**config.mk**
```make
export PLATFORM = sky130hd
export DESIGN_NAME = seq_alu
export DESIGN_NICKNAME = d
export VERILOG_FILES = /design/src/rtl/seq_alu.sv
export SDC_FILE = /design/constraint.sdc
export NUM_CORES = 1
export LEC_CHECK = 0
export BUFFER_PORTS_ARGS = -buffer_cell sky130_fd_sc_hd__buf_4
export CORE_MARGIN = 5
export CORE_UTILIZATION = 60
export CTS_CLUSTER_DIAMETER = 100
export DETAILED_ROUTE_END_ITERATION = 8
export PLACE_DENSITY = 0.87
export SETUP_SLACK_MARGIN = 0.1
export SLEW_MARGIN = 20
export SYNTH_ARGS = -nofsm -noshare
export SYNTH_HDL_FRONTEND = slang
export SYNTH_SLANG_ARGS = --single-unit
```
**constraint.sdc**
```tcl
create_clock -name clk -period 7.1 [get_ports clk]
set_input_delay 1.42 -clock clk [delete_from_list [all_inputs] [get_ports clk]]
set_output_delay 1.42 -clock clk [all_outputs]
set_load 0.01 [all_outputs]
```
**src/rtl/seq_alu.sv**
```systemverilog
// Registered ALU with valid/ready handshakes, signed-aware flags, variable shifts
// and a WIDTH-cycle shift-add multiplier.
module seq_alu #(
    parameter int WIDTH = 8,
    parameter int SHW   = $clog2(WIDTH)
) (
    input  logic             clk,
    input  logic             rst,
    input  logic             in_valid,
    output logic             in_ready,
    input  logic [3:0]       op,
    input  logic [WIDTH-1:0] a,
    input  logic [WIDTH-1:0] b,
    input  logic             c_in,
    output logic             out_valid,
    input  logic             out_ready,
    output logic [WIDTH-1:0] result,
    output logic             flag_c,
    output logic             flag_v,
    output logic             flag_z,
    output logic             flag_n,
    output logic             op_err
);

    localparam logic [3:0] OP_ADD  = 4'd0;
    localparam logic [3:0] OP_SUB  = 4'd1;
    localparam logic [3:0] OP_AND  = 4'd2;
    localparam logic [3:0] OP_OR   = 4'd3;
    localparam logic [3:0] OP_XOR  = 4'd4;
    localparam logic [3:0] OP_SLTU = 4'd5;
    localparam logic [3:0] OP_SHL  = 4'd6;
    localparam logic [3:0] OP_SHR  = 4'd7;
    localparam logic [3:0] OP_SRA  = 4'd8;
    localparam logic [3:0] OP_MUL  = 4'd9;
    localparam logic [3:0] OP_ADDC = 4'd10;

    typedef enum logic [1:0] {IDLE, MUL, DONE} state_t;

    state_t               state;
    logic [2*WIDTH-1:0]   mcand;
    logic [2*WIDTH-1:0]   acc;
    logic [2*WIDTH-1:0]   acc_next;
    logic [WIDTH-1:0]     mplier;
    logic [SHW-1:0]       mul_cnt;

    logic [SHW-1:0]       shamt;
    logic [WIDTH-1:0]     b_eff;
    logic                 carry_in;
    logic [WIDTH:0]       sum;
    logic [WIDTH-1:0]     alu_res;
    logic                 alu_c;
    logic                 alu_v;
    logic                 alu_err;

    assign shamt    = b[SHW-1:0];
    assign acc_next = mplier[0] ? acc + mcand : acc;

    // One shared adder serves ADD, SUB (a + ~b + 1) and ADDC.
    always_comb begin
        b_eff    = b;
        carry_in = 1'b0;
        alu_res  = '0;
        alu_c    = 1'b0;
        alu_v    = 1'b0;
        alu_err  = 1'b0;
        if (op == OP_SUB) begin
            b_eff    = ~b;
            carry_in = 1'b1;
        end else if (op == OP_ADDC) begin
            carry_in = c_in;
        end
        sum = {1'b0, a} + {1'b0, b_eff} + {{WIDTH{1'b0}}, carry_in};
        case (op)
            OP_ADD, OP_SUB, OP_ADDC: begin
                alu_res = sum[WIDTH-1:0];
                alu_c   = sum[WIDTH];
                alu_v   = (a[WIDTH-1] == b_eff[WIDTH-1]) && (sum[WIDTH-1] != a[WIDTH-1]);
            end
            OP_AND:  alu_res = a & b;
            OP_OR:   alu_res = a | b;
            OP_XOR:  alu_res = a ^ b;
            OP_SLTU: alu_res = {{(WIDTH-1){1'b0}}, (a < b)};
            OP_SHL:  alu_res = a << shamt;
            OP_SHR:  alu_res = a >> shamt;
            OP_SRA:  alu_res = $unsigned($signed(a) >>> shamt);
            OP_MUL:  alu_res = '0;
            default: alu_err = 1'b1;
        endcase
    end

    always_ff @(posedge clk or posedge rst) begin
        if (rst) begin
            state     <= IDLE;
            in_ready  <= 1'b1;
            out_valid <= 1'b0;
            result    <= '0;
            flag_c    <= 1'b0;
            flag_v    <= 1'b0;
            flag_z    <= 1'b0;
            flag_n    <= 1'b0;
            op_err    <= 1'b0;
            mcand     <= '0;
            acc       <= '0;
            mplier    <= '0;
            mul_cnt   <= '0;
        end else begin
            case (state)
                IDLE: begin
                    if (in_valid && in_ready) begin
                        in_ready <= 1'b0;
                        if (op == OP_MUL) begin
                            mcand   <= {{WIDTH{1'b0}}, a};
                            mplier  <= b;
                            acc     <= '0;
                            mul_cnt <= '0;
                            state   <= MUL;
                        end else begin
                            result    <= alu_res;
                            flag_c    <= alu_c;
                            flag_v    <= alu_v;
                            flag_z    <= (alu_res == '0);
                            flag_n    <= alu_res[WIDTH-1];
                            op_err    <= alu_err;
                            out_valid <= 1'b1;
                            state     <= DONE;
                        end
                    end
                end
                // LSB-first: multiplicand walks left while the multiplier walks right.
                MUL: begin
                    acc     <= acc_next;
                    mcand   <= mcand << 1;
                    mplier  <= mplier >> 1;
                    mul_cnt <= mul_cnt + SHW'(1);
                    if (mul_cnt == SHW'(WIDTH - 1)) begin
                        result    <= acc_next[WIDTH-1:0];
                        flag_c    <= |acc_next[2*WIDTH-1:WIDTH];
                        flag_v    <= 1'b0;
                        flag_z    <= (acc_next[WIDTH-1:0] == '0);
                        flag_n    <= acc_next[WIDTH-1];
                        op_err    <= 1'b0;
                        out_valid <= 1'b1;
                        mul_cnt   <= '0;
                        state     <= DONE;
                    end
                end
                DONE: begin
                    if (out_ready) begin
                        out_valid <= 1'b0;
                        in_ready  <= 1'b1;
                        state     <= IDLE;
                    end
                end
                default: state <= IDLE;
            endcase
        end
    end

endmodule

```
After elaboration in Yosys (flattened, before gate mapping)
Cells that the tools add are included.
{"block": "word_totals", "elab_cells": 119, "out_inout_bits": 15, "register_bits": 60, "romBits": 0, "latchBits": 0, "n_memories": 0, "input_bits": 25, "ram_bits": 0}
{"block": "classes", "mul": 0, "n_mux": 57, "add_sub_neg": 4, "n_lt_le_gt_ge": 1, "n_bitwise": 4, "reduce_logical": 17, "n_div": 0, "eq_ne": 20, "shifts": 3}
{"op": "two-way mux 16 bit", "count": 5}
{"op": "one-hot mux 16 bit (2 select lines)", "count": 2}
{"op": "one-hot mux 8 bit (8 select lines)", "count": 1}
{"op": "two-way mux 8 bit", "count": 6}
{"op": "one-hot mux 8 bit (2 select lines)", "count": 2}
{"op": "two-way mux 1 bit", "count": 25}
{"op": "adder 16 bit", "count": 1}
{"op": "equality test 4 x 3 -> 1 bit (second input constant)", "count": 4}
{"op": "logical NOT 8 bit", "count": 2}
{"op": "equality test 4 bit (second input constant)", "count": 3}
{"op": "one-hot mux 1 bit (2 select lines)", "count": 6}
{"op": "!= test 2 bit (second input constant)", "count": 5}
{"op": "OR reduction 10 bit", "count": 1}
{"op": "adder 8 x 8 -> 9 bit", "count": 1}
{"op": "adder 9 x 1 -> 9 bit", "count": 1}
{"op": "two-way mux 3 bit", "count": 3}
{"op": "AND reduction 3 bit", "count": 3}
{"op": "AND 8 bit", "count": 1}
{"op": "equality test 4 x 2 -> 1 bit (second input constant)", "count": 2}
{"op": "less-than comparator 8 bit", "count": 1}
{"op": "two-way mux 2 bit", "count": 4}
{"op": "NOT 8 bit", "count": 1}
{"op": "OR 8 bit", "count": 1}
{"op": "OR reduction 8 bit", "count": 1}
{"op": "other kinds (22)", "count": 24}

Longest topological paths before layout
{"block": "depth", "depth_word": 10, "mapped_depth": 14, "ltp_nobuf": 12}

Least setup slack after synthesis
Ideal clock, no wire load.
{"block": "synth_timing", "kind": "input to register", "startpoint": "input op[3]", "endpoint": "register result[4]", "setup_time_ps": 125, "path_slack_ps": 2420, "n_path_buf": 2, "t_arrival_ps": 4556, "required_time_ps": 6975, "path_stages": 12, "cell_sequence": "buf_4 clkbuf_1 nor3_2 xnor2_1 fa_1 fa_1 a21o_1 a211oi_1 nor2_1 a2111oi_1 o21ai_1 mux2_2"}
{"block": "synth_between", "elab_chain_len": 8, "word_cells_on_any_way": 23, "classes_between": "add/sub: 2; eq/ne: 11; mux: 7; reduce/logical: 3"}
{"element": "from (decl)", "line": "11", "text": "input logic [3:0] op,"}
{"element": "equality test 4 x 1 -> 1 bit or equality test 4 bit (tied branches)", "line": "66, 73, 69"}
{"element": "two-way mux 8 bit or two-way mux 1 bit (tied branches)", "line": "66, 69"}
{"element": "adder 8 x 8 -> 9 bit or two-way mux 1 bit (tied branches)", "line": "72, 66"}
{"element": "adder 9 x 1 -> 9 bit", "line": "72", "text": "sum = {1'b0, a} + {1'b0, b_eff} + {{WIDTH{1'b0}}, carry_in};"}
{"element": "one-hot mux 8 bit (8 select lines)", "line": "73", "text": "case (op)"}
{"element": "two-way mux 8 bit", "line": "111", "text": "if (op == OP_MUL) begin"}
{"element": "two-way mux 8 bit", "line": "109", "text": "if (in_valid && in_ready) begin"}
{"element": "one-hot mux 8 bit (2 select lines)", "line": "107", "text": "case (state)"}
{"element": "to (signal assigned)", "line": "118", "text": "result <= alu_res;"}
{"element": "to (signal assigned)", "line": "136", "text": "result <= acc_next[WIDTH-1:0];"}
{"element": "to (decl)", "line": "17", "text": "output logic [WIDTH-1:0] result,"}
Several ways; a longest one is shown, not always the timed one. The select of a mux whose other input is x is not followed.
A chain may end at the register's enable or synchronous reset.

Final worst setup path
{"block": "layout_timing", "startpoint": "input op[1]", "endpoint": "register flag_z"}
{"block": "layout_between", "elab_chain_len": 9, "word_cells_on_any_way": 24, "classes_between": "add/sub: 2; eq/ne: 11; mux: 7; reduce/logical: 4"}
{"element": "equality test 4 x 1 -> 1 bit or equality test 4 bit (tied branches)", "line": "66, 73, 69"}
{"element": "two-way mux 8 bit or two-way mux 1 bit (tied branches)", "line": "66, 69"}
{"element": "adder 8 x 8 -> 9 bit or two-way mux 1 bit (tied branches)", "line": "72, 66"}
{"element": "adder 9 x 1 -> 9 bit", "line": "72"}
{"element": "one-hot mux 8 bit (8 select lines)", "line": "73"}
{"element": "logical NOT 8 bit", "line": "121", "text": "flag_z <= (alu_res == '0);"}
{"element": "two-way mux 1 bit", "line": "111"}
{"element": "two-way mux 1 bit", "line": "109"}
{"element": "one-hot mux 1 bit (2 select lines)", "line": "107"}
{"element": "to (signal assigned)", "line": "121"}
{"element": "to (signal assigned)", "line": "139", "text": "flag_z <= (acc_next[WIDTH-1:0] == '0);"}
{"element": "to (decl)", "line": "20", "text": "output logic flag_z,"}
Several ways; a longest one is shown, not always the timed one. The select of a mux whose other input is x is not followed.

==> key figures <==
Run status
  – Status: finished clean

Yosys
  – Syn_area_per_cell: between 8 and 9 sq um
  – Asr flop ratio synth: 1.00
  – Most frequent cells after synthesis: nand2_1, dfrtp_1, nor2_1
  – Unique cell type count in the Yosys netlist: 80
  – Top-count cell post-synth: nand2_1
  – Seq/Total Area, Yosys: 0.273
  – Synthesized cell area: roughly 0.0054 sq mm
  – Most common flop cell mapped by yosys: dfrtp_1
  – Register bit count reported by yosys: 59
  – Synth area leader: dfrtp_1
  – Post-Syn Instances: 636
  – Yosys synthesis warning count: 0
  – Top cells by area, synth: dfrtp_1, ha_1, nand2_1, nor2_1, a21oi_1
  – Share of the synthesized area in the top cell type: 0.268
  – Number of flops mapped to enable cells by yosys: 0
  – Synth Net Count: about 700

Power and ir drop
  – Internal power: 1.10 mW
  – Clock power frac: 0.191
  – LEAKAGE: between 2 and 3 nW
  – Power Total: between 1.5 and 2 mW
  – Power density over the cells: roughly 330 mW/mm^2
  – Reg power frac: 0.304
  – Peak supply drop: between 150 and 200 uV
  – P_sw: roughly 830 uW
  – Logic pwr share: 0.505
  – Sw frac: 0.432

Route
  – DRT iter0 DRCs: between 300 and 400
  – Initial DRT Pass Iterations: 5
  – Avg Vias per Cell: ~6.4
  – # DRC: 0
  – ANT nets after route: 0
  – Routed vias: roughly 4,900
  – Total length of routed wires: about 15,000 um
  – Routed length per instance: approximately 20 um

Critical path
  – Worst Path Arrival: 4.90 ns
  – CP Launch Type: primary input
  – Setup Crit Path Kind: in2reg
  – End of the critical path: flag_z
  – R2R setup slack: 4.08 ns
  – Worst Setup SP: op[1]
  – Worst-case reg-to-reg path depth: 9
  – RR Startpoint: mcand[0]
  – R2r endpoint: flag_c
  – Crit path required time: 7.35 ns
  – Crit end category: register
  – CP Max Fanout: 16

Global route
  – GRT Total Usage: 0.285
  – Largest net degree at the start of global routing: ~50
  – Grt ovf: 0
  – First-pass GRT wire length: roughly 25,000 um
  – Initial antenna violation count: 0
  – Vias in the first global route: between 4,000 and 5,000

STA
  – Rel. slew slack: 0.353
  – Final worst slack: approximately 2.5 ns
  – Max frequency: 215 MHz
  – Period utilisation layout: 0.654
  – Worst Tran Pin Value: 0.971 ns
  – Setup TNS: 0 ns
  – Slew Viols, Final: 0
  – Fin. Hold Viols: 0
  – Min Tclk post-route: approximately 4.6 ns
  – Unrepaired setup endpoints after global routing: false
  – Endpoints failing setup: 0
  – Setup Skew: between 0.015 and 0.02 ns
  – Hold slack: between 0.4 and 0.5 ns

Clock tree
  – Post-CTS setup buffers: 0
  – Post-CTS sizing: 0
  – Hold bufs inserted after CTS: 0
  – Worst-Skew Late Latency: around 0.35 ns
  – Worst-path clk slew: about 0.07 ns
  – H-tree Lvls: 3
  – TritonCTS Sinks: about 60
  – Longest Clk Path Bufs: 2
  – CTS tree: yes
  – Total CTS buffers: 9
  – Root Buffer: clkbuf_8

Floorplan
  – Die height: ~100 um
  – Row count: 34
  – Die width: 105 um
  – Core Region: 0.00876 sq mm
  – Die area: 0.0110 sq mm
  – I/O pin total: 40
  – Initial Util: 0.618

Final layout
  – # diodes: 0
  – Synthesis-to-layout area growth: 9.41%
  – Share of post-route cells with drive strength above 1: 0.135
  – Fin area: 0.00592 sq mm
  – # nets final: about 730
  – Post-layout util: 0.676
  – Final std cells w/o fill: between 700 and 800

Job
  – Max-Cap Viols: 0

Placement
  – GP Congestion: ~0.99
  – Placed Instances: 746
  – Post-DP Area: 0.00569 sq mm
  – Dpl ws: approximately 2.1 ns
  – DPL Wire Length: ~11,000 um
  – IO Port Bufs: 39

Hold path
  – Hold Crit Class: reg2reg
-- final cells by class --
cell class                      count  area, sq um
Timing Repair Buffer               43          323
Sequential cell                    59         1480
Fill cell                         715         2840
Multi-Input combinational cell    503         3630
Tap cell                          108          135
Clock inverter                      4         73.8
Clock buffer                       12          155
Inverter                           33          124
-- worst min-delay path by stage --
stage	start	endpoint	slack, ns	cells after the start
after floorplan	mplier[7]	mplier[7]	0.45	2
after global placement	result[2]	result[2]	0.47	2
after detailed placement	mplier[7]	mplier[7]	0.48	2
after CTS	mplier[7]	mplier[7]	0.49	2
after global routing	result[0]	result[0]	0.51	2
final	result[5]	result[5]	0.49	2
-- layout by cell type, fill, tap and decap left out, types with 6 or more instances in the layout --
master	count
nand2_1	84
dfrtp_1	57
ha_1	49
nor2_1	48
buf_4	43
a21oi_1	37
inv_1	29
o21ai_0	23
a31oi_1	19
xnor2_1	15
a211oi_1	15
a22o_1	13
mux2i_1	13
o21ai_1	11
clkbuf_8	11
nand3_1	10
a21o_1	9
mux4_2	8
nor2b_1	7
mux2_2	6
o31ai_1	6
a32o_1	6
xor2_1	6
nor3_1	6
a22oi_1	6
-- layer usage --
metal  track usage  part of all wire  wire [um]  up-vias
li1              -                 -          -     2370
met1         0.393              0.45       6890     2314
met2         0.436              0.45       7030      192
met3        0.0629             0.064        989       38
met4         0.115             0.035        548        0
met5             0                 0          0        -
-- critical path: stages --
cell       delay, ns
buf_4           0.16
nand2b_1        0.19
nor3_2          0.56
xnor2_1         0.18
fa_1            0.48
fa_1            0.45
a21o_1          0.18
a211oi_1        0.21
nor2_1          0.07
a2111oi_1       0.56
nand4_1         0.15
o31ai_1         0.27
-- power groups by stage --
stage | clock, mW | combinational [mW] | sequential [mW]
4_1_cts | 0.373 | 0.966 | 0.584
6_report | 0.370 | 0.974 | 0.586
3_3_place_gp | 0 | 0.933 | 0.581
5_1_grt | 0.394 | 1.08 | 0.606
2_1_floorplan | 0 | 0.732 | 0.551
3_5_place_dp | 0 | 0.960 | 0.588
-- state kept, by name, summed over array words and instances, names as in the netlist --
name,flops
flag_z,1
mcand,16
out_valid,1
mplier,8
op_err,1
state,2
mul_cnt,3
result,8
flag_v,1
acc,16
flag_c,1
in_ready,1
-- cell families after synthesis --
family / synth area share
DFF: 0.273
and+or+nand+nor: 0.183
adders and majority gates: 0.124
xor gates and xnor gates: 0.0340
muxes: 0.0698
buffers and inverters: 0.0569
AOI/OAI and AO/OA: 0.259
No activity file was read; power rests on OpenSTA's default activity.
